[src/rtl/decode_stage.sv]
// RV32I-subset decode stage: combinational decode of the fetched word, registered
// into an output register backed by one skid entry so in_ready never depends on out_ready.
module decode_stage #(
  parameter int XLEN   = 32,
  parameter int CTRL_W = 4,
  parameter int CNT_W  = 16
) (
  input  logic              clk,
  input  logic              rst,
  input  logic              in_valid,
  output logic              in_ready,
  input  logic [31:0]       in_inst,
  input  logic [XLEN-1:0]   in_pc,
  output logic              out_valid,
  input  logic              out_ready,
  output logic [XLEN-1:0]   out_pc,
  output logic [4:0]        out_rd,
  output logic [4:0]        out_rs1,
  output logic [4:0]        out_rs2,
  output logic [XLEN-1:0]   out_imm,
  output logic              out_alusrc,
  output logic [CTRL_W-1:0] out_aluctrl,
  output logic              out_memread,
  output logic              out_memwrite,
  output logic              out_regwrite,
  output logic              out_illegal,
  input  logic              flush,
  output logic [CNT_W-1:0]  cnt_illegal
);

  localparam logic [6:0] OP_R      = 7'b0110011;
  localparam logic [6:0] OP_IMM    = 7'b0010011;
  localparam logic [6:0] OP_LOAD   = 7'b0000011;
  localparam logic [6:0] OP_STORE  = 7'b0100011;
  localparam logic [6:0] OP_BRANCH = 7'b1100011;
  localparam logic [6:0] OP_LUI    = 7'b0110111;
  localparam logic [6:0] OP_JAL    = 7'b1101111;
  localparam logic [6:0] OP_JALR   = 7'b1100111;

  localparam logic [CTRL_W-1:0] ALU_ADD   = CTRL_W'(0);
  localparam logic [CTRL_W-1:0] ALU_SUB   = CTRL_W'(1);
  localparam logic [CTRL_W-1:0] ALU_AND   = CTRL_W'(2);
  localparam logic [CTRL_W-1:0] ALU_OR    = CTRL_W'(3);
  localparam logic [CTRL_W-1:0] ALU_XOR   = CTRL_W'(4);
  localparam logic [CTRL_W-1:0] ALU_SLL   = CTRL_W'(5);
  localparam logic [CTRL_W-1:0] ALU_SRL   = CTRL_W'(6);
  localparam logic [CTRL_W-1:0] ALU_SRA   = CTRL_W'(7);
  localparam logic [CTRL_W-1:0] ALU_SLT   = CTRL_W'(8);
  localparam logic [CTRL_W-1:0] ALU_SLTU  = CTRL_W'(9);
  localparam logic [CTRL_W-1:0] ALU_PASSB = CTRL_W'(10);

  typedef struct packed {
    logic [XLEN-1:0]   pc;
    logic [XLEN-1:0]   imm;
    logic [4:0]        rd;
    logic [4:0]        rs1;
    logic [4:0]        rs2;
    logic              alusrc;
    logic [CTRL_W-1:0] aluctrl;
    logic              memread;
    logic              memwrite;
    logic              regwrite;
    logic              illegal;
  } decT;

  function automatic logic [XLEN-1:0] sext32(input logic signed [31:0] v);
    return XLEN'(v);
  endfunction

  function automatic logic [CNT_W-1:0] satInc(input logic [CNT_W-1:0] c);
    return (&c) ? c : c + 1'b1;
  endfunction

  // alt selects SUB over ADD and SRA over SRL
  function automatic logic [CTRL_W-1:0] aluOp(input logic [2:0] f3, input logic alt);
    case (f3)
      3'b000:  return alt ? ALU_SUB : ALU_ADD;
      3'b001:  return ALU_SLL;
      3'b010:  return ALU_SLT;
      3'b011:  return ALU_SLTU;
      3'b100:  return ALU_XOR;
      3'b101:  return alt ? ALU_SRA : ALU_SRL;
      3'b110:  return ALU_OR;
      default: return ALU_AND;
    endcase
  endfunction

  logic [2:0]  funct3;
  logic [6:0]  funct7;
  logic [31:0] immI, immS, immB, immU, immJ;

  assign funct3 = in_inst[14:12];
  assign funct7 = in_inst[31:25];
  assign immI   = {{20{in_inst[31]}}, in_inst[31:20]};
  assign immS   = {{20{in_inst[31]}}, in_inst[31:25], in_inst[11:7]};
  assign immB   = {{19{in_inst[31]}}, in_inst[31], in_inst[7], in_inst[30:25], in_inst[11:8], 1'b0};
  assign immU   = {in_inst[31:12], 12'b0};
  assign immJ   = {{11{in_inst[31]}}, in_inst[31], in_inst[19:12], in_inst[20], in_inst[30:21], 1'b0};

  // ---- stage p0: combinational decode ----
  decT decData_p0;

  always_comb begin
    decData_p0     = '0;
    decData_p0.pc  = in_pc;
    decData_p0.rd  = in_inst[11:7];
    decData_p0.rs1 = in_inst[19:15];
    decData_p0.rs2 = in_inst[24:20];
    case (in_inst[6:0])
      OP_R: begin
        decData_p0.regwrite = 1'b1;
        decData_p0.aluctrl  = aluOp(funct3, funct7[5]);
        if (!((funct7 == 7'b0000000) ||
              ((funct7 == 7'b0100000) && ((funct3 == 3'b000) || (funct3 == 3'b101)))))
          decData_p0.illegal = 1'b1;
      end
      OP_IMM: begin
        decData_p0.alusrc   = 1'b1;
        decData_p0.regwrite = 1'b1;
        decData_p0.imm      = sext32(immI);
        decData_p0.aluctrl  = aluOp(funct3, (funct3 == 3'b101) && in_inst[30]);
      end
      OP_LOAD: begin
        decData_p0.alusrc   = 1'b1;
        decData_p0.regwrite = 1'b1;
        decData_p0.memread  = 1'b1;
        decData_p0.imm      = sext32(immI);
      end
      OP_STORE: begin
        decData_p0.alusrc   = 1'b1;
        decData_p0.memwrite = 1'b1;
        decData_p0.imm      = sext32(immS);
      end
      OP_BRANCH: begin
        decData_p0.aluctrl = ALU_SUB;
        decData_p0.imm     = sext32(immB);
      end
      OP_LUI: begin
        decData_p0.alusrc   = 1'b1;
        decData_p0.regwrite = 1'b1;
        decData_p0.aluctrl  = ALU_PASSB;
        decData_p0.imm      = sext32(immU);
      end
      OP_JAL: begin
        decData_p0.alusrc   = 1'b1;
        decData_p0.regwrite = 1'b1;
        decData_p0.imm      = sext32(immJ);
      end
      OP_JALR: begin
        decData_p0.alusrc   = 1'b1;
        decData_p0.regwrite = 1'b1;
        decData_p0.imm      = sext32(immI);
      end
      default: decData_p0.illegal = 1'b1;
    endcase
    if (decData_p0.illegal) begin
      decData_p0.regwrite = 1'b0;
      decData_p0.memread  = 1'b0;
      decData_p0.memwrite = 1'b0;
    end
  end

  // ---- stage p1: output register plus skid entry ----
  decT              outData_p1, skidData_p1;
  logic             vld_p1, skidVld_p1;
  logic [CNT_W-1:0] cntIllegal;
  logic             accept, issue;

  assign in_ready = !skidVld_p1 && !rst;
  assign accept   = in_valid && in_ready;
  assign issue    = vld_p1 && out_ready;

  always_ff @(posedge clk) begin
    if (rst) begin
      vld_p1      <= 1'b0;
      skidVld_p1  <= 1'b0;
      outData_p1  <= '0;
      skidData_p1 <= '0;
      cntIllegal  <= '0;
    end else begin
      if (issue && outData_p1.illegal)
        cntIllegal <= satInc(cntIllegal);
      if (flush) begin
        vld_p1     <= 1'b0;
        skidVld_p1 <= 1'b0;
      end else if (!vld_p1 || out_ready) begin
        // skid only fills while stalled, so it is drained before any new accept
        if (skidVld_p1) begin
          outData_p1 <= skidData_p1;
          vld_p1     <= 1'b1;
          skidVld_p1 <= 1'b0;
        end else begin
          vld_p1 <= accept;
          if (accept)
            outData_p1 <= decData_p0;
        end
      end else if (accept) begin
        skidData_p1 <= decData_p0;
        skidVld_p1  <= 1'b1;
      end
    end
  end

  assign out_valid    = vld_p1;
  assign out_pc       = outData_p1.pc;
  assign out_rd       = outData_p1.rd;
  assign out_rs1      = outData_p1.rs1;
  assign out_rs2      = outData_p1.rs2;
  assign out_imm      = outData_p1.imm;
  assign out_alusrc   = outData_p1.alusrc;
  assign out_aluctrl  = outData_p1.aluctrl;
  assign out_memread  = outData_p1.memread;
  assign out_memwrite = outData_p1.memwrite;
  assign out_regwrite = outData_p1.regwrite;
  assign out_illegal  = outData_p1.illegal;
  assign cnt_illegal  = cntIllegal;

endmodule

[config.mk]
export PLATFORM = sky130hd
export DESIGN_NAME = decode_stage
export DESIGN_NICKNAME = d
export VERILOG_FILES = /design/src/rtl/decode_stage.sv
export SDC_FILE = /design/constraint.sdc
export NUM_CORES = 1
export LEC_CHECK = 0
export CAP_MARGIN = 20
export CORE_MARGIN = 2
export CORE_UTILIZATION = 52
export DETAILED_ROUTE_END_ITERATION = 8
export HOLD_SLACK_MARGIN = 0.15
export PLACE_DENSITY = 0.93
export SLEW_MARGIN = 0
export SYNTH_ARGS = -nofsm -noshare
export SYNTH_HDL_FRONTEND = slang
export SYNTH_SLANG_ARGS = --single-unit
[constraint.sdc]
create_clock -name clk -period 3.89 [get_ports clk]
set_input_delay 0.389 -clock clk [delete_from_list [all_inputs] [get_ports clk]]
set_output_delay 0.389 -clock clk [all_outputs]
set_load 0.005 [all_outputs]
==> metrics.yaml, run 1 <==
status:
  status: "completed"
clock_network:
  numCtsBuffers: 17
  cts-root-buf: "clkbuf_16"
  post_cts_buffers: 0
  clockBufferDepth: 2
  cts_sinks: 194
  cts_tree: "done"
  cts_repair_resize_count: 0
  hold_buffers: 0
  clk_latency_ps: 430
  path_clk_slew_ps: 70
  htreeDepth: 4
power:
  power_frac_comb: 0.088
  intPower_mw: 3.19
  cellLeakagePower_nw: 3.46
  seqPwrFrac: 0.495
  p_switching_mw: 0.937
  ir_drop_v: 0.000298
  p_per_area_nw_per_um2: 388
  swShare: 0.227
  clock_power_share: 0.417
worst_setup_path:
  crit_fanout: 22
  end_kind: "flip-flop"
  cp.arrival_ps: 3090
  path_buf_inv: 2
  path_cells: "clkdlybuf4s50_1, nand4bb_1, or3_4, nand2_2, a21oi_1, buf_4, a211oi_2"
  setup.worst_path.start_class: "primary input"
  crit_type: "primary input to flip-flop"
  slowest_stage: "clkdlybuf4s50_1"
  crit_start: "in_inst[2]"
  cpPeakStageDelay_ps: 670
  crit_required_ps: 4220
  r2r-start: "skidVld_p1"
  path_delay_family: "simple AND/OR/NAND/NOR gates"
placed_design:
  gp_congestion: 0.864
  dp_hpwl_um: 14200
  port_buffers: 174
  dp_cells: 1276
synthesis:
  synthAdderAreaFrac: 0.00151
  synth-xor-area-share: 0.0170
  yosys_warnings: 0
  synth-seq-area-share: 0.470
  syn_area_sq_um: 8270
  syn_inst: 956
  syn_nets: 1026
  synth-async-reset-ratio: 0
  synth-simple-area-share: 0.192
  synth_compound_area_frac: 0.216
  synth_edf_count: 0
  synth_ff_type: "dfxtp_1"
  synth.area.mux_share: 0.0607
  ys_ff_latch: 194
  synth_top_family_by_area: "compound AO/OA/AOI/OAI gates"
  avgSynthCellArea_sq_um: 8.65
  yosysUniqueCellTypes: 66
route:
  drtIter0Drc: 677
  routed_wl_um: 21900
  vias: 7592
  antenna_left: 0
  post-route-drc-count: 0
  viasPerCell: 5.80
  firstDrtPassIters: 6
  post_drt_wl_per_cell_um: 16.7
final_layout:
  multiInputGateArea_sq_um: 4040
  fill_cells: 1252
  utilization: 0.678
  layout.cells.non_filler: 1308
  nNetsFinal: 1150
  drive_above_1_share: 0.0641
  syn2layout_area_growth_pct: 28.8
  seq_area_sq_um: 3890
  antenna-diode-count: 0
worst_hold_path:
  holdCritStartpoint: "rst"
  min_path_type: "primary input to flip-flop"
floorplan:
  die_w_um: 130
  die_area_sq_um: 16900
  core_sq_um: 15700
  io_pins: 175
  start_util: 0.526
  rows: 46
  die_y_um: 130
grt:
  grt_max_degree: 88
  grt_pass1_vias: 6936
  antenna_found_initial: 0
  gr-total-overflow: 0
  gr-usage-all-layers: 0.256
  grt_pass1_wl_um: 34700
timing:
  maxSlewViolCount: 0
  tns_ps: 0
  slew-limit-headroom: 0.386
  setup_viol: 0
  period_needed_ps: 2760
  fmax_ghz: 0.362
  rsz0062_at_grt: "no"
  finalClockSkew_ps: 7.52
  fin_crit_sh: 0.711
  hold_viol: 0
  worst_pin_slew_ps: 918
  whs_ps: 442
job:
  cap_violations: 0
synth_stat cells, types with 4 or more instances:
cell type | number | area share
and3_1 | 7 | 0.0053
a21oi_1 | 83 | 0.050
a221oi_1 | 17 | 0.018
buf_1 | 9 | 0.0041
nand4_1 | 10 | 0.0076
a221o_1 | 8 | 0.0097
buf_2 | 21 | 0.013
xnor2_1 | 14 | 0.015
dfxtp_1 | 194 | 0.47
o21ai_1 | 14 | 0.0085
o211ai_1 | 6 | 0.0054
a211o_1 | 8 | 0.0085
a211oi_2 | 10 | 0.015
nand3_1 | 19 | 0.012
a22oi_1 | 4 | 0.0036
a32oi_1 | 9 | 0.0095
o21ai_0 | 22 | 0.013
a211oi_1 | 59 | 0.054
nor3_1 | 16 | 0.0097
mux2i_1 | 49 | 0.059
clkbuf_1 | 47 | 0.021
nand2_1 | 156 | 0.071
nor2_1 | 104 | 0.047
nand2b_1 | 5 | 0.0038
nor4_1 | 4 | 0.0030
nor2_2 | 4 | 0.0030
metal layers:
metal  vias up  share of wire  global-route usage
li1       3673              -                   -
met1      3582           0.42               0.337
met2       301           0.49               0.413
met3        36          0.073              0.0623
met4         0          0.021              0.0892
met5         -              0                   0
layout make-up:
type / instances / area share
clock buffers: 25 / 0.0485
clock inverters: 6 / 0.00623
inverters: 5 / 0.00176
multi-input cells: 677 / 0.379
flip-flops and latches: 194 / 0.365
well taps: 216 / 0.0254
repair buffers: 185 / 0.174
flip-flops by register name, indices dropped and copies added, names as in the netlist:
| register | count |
|---|---|
| out_memread | 1 |
| out_illegal | 1 |
| out_aluctrl | 4 |
| out_memwrite | 1 |
| skidVld_p1 | 1 |
| cnt_illegal | 16 |
| out_regwrite | 1 |
| out_rd | 5 |
| out_pc | 32 |
| out_rs2 | 5 |
| out_imm | 32 |
| skidData_p1 | 88 |
| out_valid | 1 |
| out_alusrc | 1 |
| out_rs1 | 5 |
power groups by stage:
| stage | Clock (mW) | Sequential [mW] | Combinational [mW] |
|---|---|---|---|
| 2_1_floorplan | 0 | 2.09 | 0.159 |
| 6_report | 1.72 | 2.05 | 0.365 |
| 4_1_cts | 1.75 | 2.05 | 0.364 |
| 3_3_place_gp | 0 | 2.09 | 0.354 |
| 5_1_grt | 1.83 | 2.05 | 0.395 |
| 3_5_place_dp | 0 | 2.09 | 0.362 |
cell usage in the layout (no fill, tap or decap), drive strengths merged, types with 5 or more instances in the layout:
cell type	count
nand3	19
o211ai	7
mux2i	49
a32oi	9
a211oi	69
o21ai	36
a221oi	17
a21oi	84
buf	12
nor2	108
clkbuf	25
xnor2	14
nor4	6
a221o	8
nor3	17
and3	7
dfxtp	194
clkdlybuf4s50	173
nand2b	5
inv	6
nand4	10
nand2	157
a211o	8
cells by family after synthesis:
group,Yosys count
simple gates,351
compound gates,259
flops,194
buf+inv,85
mux,50
xor+xnor,16
fa+ha+maj,1
worst paths after layout:
kind	to	slack, ps	cells after the start
worst max-delay path	skidData_p1[45]	1130	7
worst min-delay path	cnt_illegal[6]	440	2
worst max register to register	skidData_p1[37]	1420	5
worst min register to register	out_imm[25]	450	2
metrics by stage:
| stage | total power, mW | instance area, sq um | setup slack [ps] |
|---|---|---|---|
| 5_1_grt | 4.28 | 10700 | 1080 |
| 3_3_place_gp | 2.44 | 10100 | 696 |
| 6_report | 4.13 | 10700 | 1130 |
| 3_5_place_dp | 2.45 | 10100 | 577 |
| 2_1_floorplan | 2.25 | 8270 | 2130 |
| 4_1_cts | 4.15 | 10600 | 954 |
No activity file was read; power rests on OpenSTA's default activity.
==> run 2, diff against run 1 <==
--- a/config.mk
+++ b/config.mk
@@ -7,10 +7,10 @@
 export LEC_CHECK = 0
 export CAP_MARGIN = 20
 export CORE_MARGIN = 2
-export CORE_UTILIZATION = 52
+export CORE_UTILIZATION = 46
 export DETAILED_ROUTE_END_ITERATION = 8
 export HOLD_SLACK_MARGIN = 0.15
-export PLACE_DENSITY = 0.93
+export PLACE_DENSITY = 0.88
 export SLEW_MARGIN = 0
 export SYNTH_ARGS = -nofsm -noshare
 export SYNTH_HDL_FRONTEND = slang
==> constraint.sdc (replaced) <==
create_clock -name clk -period 2.22 [get_ports clk]
set_input_delay 0.222 -clock clk [delete_from_list [all_inputs] [get_ports clk]]
set_output_delay 0.222 -clock clk [all_outputs]
set_load 0.005 [all_outputs]
==> metrics.yaml, run 2 (synthesized netlist as in run 1, its figures left out) <==
status:
  status: "completed"
route:
  viasPerCell: 5.67  # -2.4%
  vias: 7707  # +1.5%
  drtIter0Drc: 544  # -20%
  firstDrtPassIters: 5  # -1
  post_drt_wl_per_cell_um: 16.6  # -1.1%
  post-route-drc-count: 0  # unchanged
  routed_wl_um: 22500  # +2.9%
  antenna_left: 0  # unchanged
timing:
  slew-limit-headroom: 0.511  # +0.125
  finalClockSkew_ps: 9.02  # +1.49 ps
  fin_crit_sh: 0.945
  timing.final.ws_setup_ps: 123  # -1000 ps
  tns_ps: 0  # unchanged
  worst_pin_slew_ps: 733  # -185 ps
  fmax_ghz: 0.477
  period_needed_ps: 2100
  setup_viol: 0  # unchanged
  maxSlewViolCount: 0  # unchanged
  rsz0062_at_grt: "no"
  hold_viol: 0  # unchanged
clock_network:
  cts-root-buf: "clkbuf_16"
  htreeDepth: 4  # unchanged
  cts_repair_resize_count: 0  # unchanged
  cts_tree: "done"
  cts_sinks: 194  # unchanged
  post_cts_buffers: 0  # unchanged
  numCtsBuffers: 17  # unchanged
  clockBufferDepth: 2  # unchanged
  path_clk_slew_ps: 70  # about the same
  clk_latency_ps: 430  # about the same
final_layout:
  nNetsFinal: 1188  # +3.3%
  top_register: "skidData_p1"
  seq_area_sq_um: 3890  # unchanged
  fill_cells: 1487  # +19%
  layout.cells.non_filler: 1360  # +4.0%
  final_cell_mix: "193 x dfxtp_1, 173 x clkdlybuf4s50_1, 156 x nand2_1"
  multiInputGateArea_sq_um: 4030  # -0.22%
  final_common_cell: "dfxtp_1"
  largest_reg_flops: 88  # unchanged
  antenna-diode-count: 0  # unchanged
  syn2layout_area_growth_pct: 33.1
  drive_above_1_share: 0.0973  # +0.0332
placed_design:
  dp_cells: 1327  # +4.0%
  dp_hpwl_um: 15500  # +8.7%
  port_buffers: 174  # unchanged
  gp_congestion: 0.905  # +4.8%
  dp_worst_setup_slack_ps: 71.2  # -506 ps
grt:
  grt_max_degree: 70  # -20%
  grt_pass1_vias: 7037  # +1.5%
  grt_pass1_wl_um: 36100  # +4.1%
  gr-total-overflow: 0  # unchanged
  antenna_found_initial: 0  # unchanged
  gr-usage-all-layers: 0.228  # -0.0275
worst_setup_path:
  crit_fanout: 19  # -14%
  crit_required_ps: 2000  # -2220 ps
  path_buf_inv: 2  # unchanged
  cp.arrival_ps: 1880  # -1210 ps
  path_delay_family: "buffers and inverters"
  setup.worst_path.start_class: "flip-flop"
  cpPeakStageDelay_ps: 550  # -120 ps
  crit_type: "flip-flop to output pin"
  r2r-start: "skidVld_p1"
  path_cells: "buf_4, nor2_1, clkdlybuf4s50_1"
  crit_start: "skidVld_p1"
  end_kind: "output pin"
  path_depth: 3  # -4
  slowest_stage: "clkdlybuf4s50_1"
  rr_worst_depth: 5  # unchanged
power:
  clock_power_share: 0.417  # about the same
  power_frac_comb: 0.094  # +0.006
  seqPwrFrac: 0.490  # -0.005
  p_per_area_nw_per_um2: 664  # +71%
  intPower_mw: 5.51  # +73%
  swShare: 0.246  # +0.0191
  ir_drop_v: 0.000566  # +90%
  design_power_total_mw: 7.31  # +77%
  p_switching_mw: 1.80  # +92%
  cellLeakagePower_nw: 3.66  # +5.8%
floorplan:
  io_pins: 175  # unchanged
  die_w_um: 138  # +6.1%
  die_y_um: 138  # +6.1%
  die_area_sq_um: 19100  # +13%
  start_util: 0.465  # -0.0612
  rows: 49  # +6.5%
  core_sq_um: 17800  # +13%
worst_hold_path:
  holdCritStartpoint: "in_pc[17]"
  min_path_type: "primary input to flip-flop"
  whs_path_depth: 3  # +1
job:
  cap_violations: 0  # unchanged
run 2: worst min-delay path, delay by kind of cell:
kind                   cells  cell delay [ps]
AOI/OAI and AO/OA          1               50
and+or+nand+nor            1               60
buffers and inverters      1              410
run 2: power groups by stage:
stage	clock network, mW	logic (mW)	registers, mW
final	3.05	0.684	3.58
after global placement	0	0.668	3.66
after global routing	3.27	0.734	3.59
after CTS	3.11	0.682	3.58
after floorplan	0	0.279	3.66
after detailed placement	0	0.677	3.66
run 2: layer usage:
layer	global-route usage	vias up	wire (um)	part of all wire
li1	-	3747	-	-
met1	0.304	3663	9980	0.44
met2	0.360	257	10500	0.47
met3	0.0520	40	1340	0.060
met4	0.0934	0	668	0.030
met5	0	-	0	0
run 2: repair_timing:
item,CTS,global route
endpoints found under the hold margin,12,0
hold buffers,1,0
setup endpoints to repair,0,0
run 2: path summary, 6_finish.rpt:
kind                     endpoint  slack, ps
setup / recovery         in_ready        120
hold / removal    skidData_p1[73]        360
setup reg to reg      out_imm[17]        380
hold reg to reg       out_imm[22]        450
run 2: final cells by class:
cell class	instances	share of cell area
clock buffer	19	0.0402
clock inverter	13	0.0128
inverter	5	0.00171
multi-input combinational	677	0.366
sequential	194	0.353
tap	229	0.0260
timing repair buffer	223	0.200
run 2: through the flow:
step / cell area (sq um) / util / hold slack (ps)
finish: 11000 / 0.619 / 364
global route: 11000 / 0.619 / 342
CTS: 11000 / 0.619 / 345
detailed placement: 10400 / 0.586 / 444
global placement: 10400 / 0.586 / 438
floorplan: 8270 / - / 301
==> run 3, diff against run 2 <==
--- a/config.mk
+++ b/config.mk
@@ -5,12 +5,13 @@
 export SDC_FILE = /design/constraint.sdc
 export NUM_CORES = 1
 export LEC_CHECK = 0
-export CAP_MARGIN = 20
+export ABC_CLOCK_PERIOD_IN_PS = 2220
 export CORE_MARGIN = 2
 export CORE_UTILIZATION = 46
 export DETAILED_ROUTE_END_ITERATION = 8
 export HOLD_SLACK_MARGIN = 0.15
 export PLACE_DENSITY = 0.88
+export RECOVER_POWER = 25
 export SLEW_MARGIN = 0
 export SYNTH_ARGS = -nofsm -noshare
 export SYNTH_HDL_FRONTEND = slang
==> metrics.yaml, run 3 (synthesized netlist as in run 1, its figures left out) <==
placed_design:
  dp_worst_setup_slack_ps: 71.2  # unchanged
  dp_hpwl_um: 15500  # unchanged
  port_buffers: 174  # unchanged
  gp_congestion: 0.905  # unchanged
  dp_cells: 1327  # unchanged
grt:
  antenna_found_initial: 0  # unchanged
  gr-total-overflow: 0  # unchanged
  grt_max_degree: 70  # unchanged
  grt_pass1_vias: 7037  # unchanged
  gr-usage-all-layers: 0.228  # unchanged
  grt_pass1_wl_um: 36100  # unchanged
worst_setup_path:
  setup.worst_path.start_class: "flip-flop"
  rr_worst_depth: 5  # unchanged
  path_delay_family: "buffers and inverters"
  cp.arrival_ps: 1880  # about the same
  crit_type: "flip-flop to output pin"
  r2r-start: "skidVld_p1"
  crit_required_ps: 2000  # about the same
  crit_fanout: 19  # unchanged
  path_buf_inv: 2  # unchanged
  path_cells: "buf_4, nor2_1, clkdlybuf4s50_1"
  cpPeakStageDelay_ps: 550  # about the same
  end_kind: "output pin"
  r2r_end: "out_imm[17]"
  r2r_slack_ps: 390  # about the same
  slowest_stage: "clkdlybuf4s50_1"
timing:
  fin_crit_sh: 0.945  # about the same
  timing.final.ws_setup_ps: 123  # -0.167 ps
  hold_viol: 0  # unchanged
  period_needed_ps: 2100  # +0.167 ps
  finalClockSkew_ps: 10.8  # +1.77 ps
  fmax_ghz: 0.477  # about the same
  setup_viol: 0  # unchanged
  tns_ps: 0  # unchanged
  rsz0062_at_grt: "no"
  maxSlewViolCount: 0  # unchanged
  slew-limit-headroom: 0.518  # +0.00658
  worst_pin_slew_ps: 723  # -9.87 ps
job:
  cap_violations: 0  # unchanged
clock_network:
  post_cts_buffers: 0  # unchanged
  cts_sinks: 194  # unchanged
  clk_latency_ps: 430  # about the same
  cts_tree: "done"
  htreeDepth: 4  # unchanged
  path_clk_slew_ps: 70  # about the same
  numCtsBuffers: 17  # unchanged
  cts-root-buf: "clkbuf_16"
  clockBufferDepth: 2  # unchanged
final_layout:
  final_cell_mix: "193 x dfxtp_1, 156 x nand2_1, 104 x nor2_1"
  largest_reg_flops: 88  # unchanged
  layout.cells.non_filler: 1360  # unchanged
  nNetsFinal: 1188  # unchanged
  final_common_cell: "dfxtp_1"
  drive_above_1_share: 0.0973  # unchanged
  syn2layout_area_growth_pct: 33.1  # unchanged
  top_register: "skidData_p1"
  antenna-diode-count: 0  # unchanged
worst_hold_path:
  hold_end: "skidData_p1[73]"
  holdCritStartpoint: "in_pc[17]"
  min_path_type: "primary input to flip-flop"
  whs_path_depth: 3  # unchanged
route:
  antenna_left: 0  # unchanged
  post_drt_wl_per_cell_um: 16.4  # -0.74%
  drtIter0Drc: 547  # +0.55%
  post-route-drc-count: 0  # unchanged
  routed_wl_um: 22300  # -0.74%
  vias: 7719  # +0.16%
  firstDrtPassIters: 5  # unchanged
  viasPerCell: 5.68  # +0.16%
power:
  p_per_area_nw_per_um2: 662  # -0.31%
  cellLeakagePower_nw: 3.89  # +6.3%
  design_power_total_mw: 7.29  # -0.31%
  ir_drop_v: 0.000565  # -0.13%
floorplan:
  io_pins: 175  # unchanged
  die_w_um: 138  # unchanged
  core_sq_um: 17800  # unchanged
  rows: 49  # unchanged
  start_util: 0.465  # unchanged
  die_area_sq_um: 19100  # unchanged
  die_y_um: 138  # unchanged
status:
  status: "completed"
==> run 3: through the flow <==
| stage | hold slack (ps) | utilization | cell area (sq um) |
|---|---|---|---|
| after global routing | 342 | 0.619 | 11000 |
| final | 364 | 0.619 | 11000 |
| after CTS | 345 | 0.619 | 11000 |
| after detailed placement | 444 | 0.586 | 10400 |
| after global placement | 438 | 0.586 | 10400 |
| after floorplan | 301 | - | 8270 |
==> run 3: worst min-delay path, stage by stage <==
cell and delay (ps):
clkdlybuf4s50_1 410, nand2_1 60, a21oi_1 50
==> run 3: report_power, final <==
part           internal [mW]  switching, mW
registers               3.54         0.0349
logic                  0.326          0.336
clock network           1.62           1.42
total                   5.49           1.79
==> run 3: layout make-up <==
| type | instances | area (sq um) |
|---|---|---|
| clock buffers | 19 | 443 |
| clock inverters | 13 | 141 |
| fillers | 1487 | 6770 |
| inverters | 5 | 18.8 |
| multi-input cells | 677 | 4030 |
| flip-flops and latches | 194 | 3890 |
| well taps | 229 | 287 |
| repair buffers | 223 | 2200 |
==> run 3: how the worst max path moves through the flow <==
stage | from | end | slack (ps) | cells past startpoint
floorplan | cnt_illegal[0] | cnt_illegal[5] | 490 | 7
global placement | in_inst[6] | skidData_p1[39] | 90 | 7
finish | skidVld_p1 | in_ready | 120 | 3
detailed placement | in_inst[5] | skidData_p1[37] | 70 | 8
CTS | skidVld_p1 | in_ready | 100 | 3
global route | rst | skidData_p1[39] | 50 | 5
==> run 3: per-layer routing <==
layer	track usage	part of all wire	wire length [um]	vias to the layer above
li1	-	-	-	3750
met1	0.304	0.44	9760	3647
met2	0.360	0.47	10500	284
met3	0.0520	0.065	1450	38
met4	0.0934	0.029	651	0
met5	0	0	0	-
==> run 3: timing repair <==
item	in CTS	in global routing
resized for setup	0	0
hold endpoints to repair	12	0
hold buffers	1	0
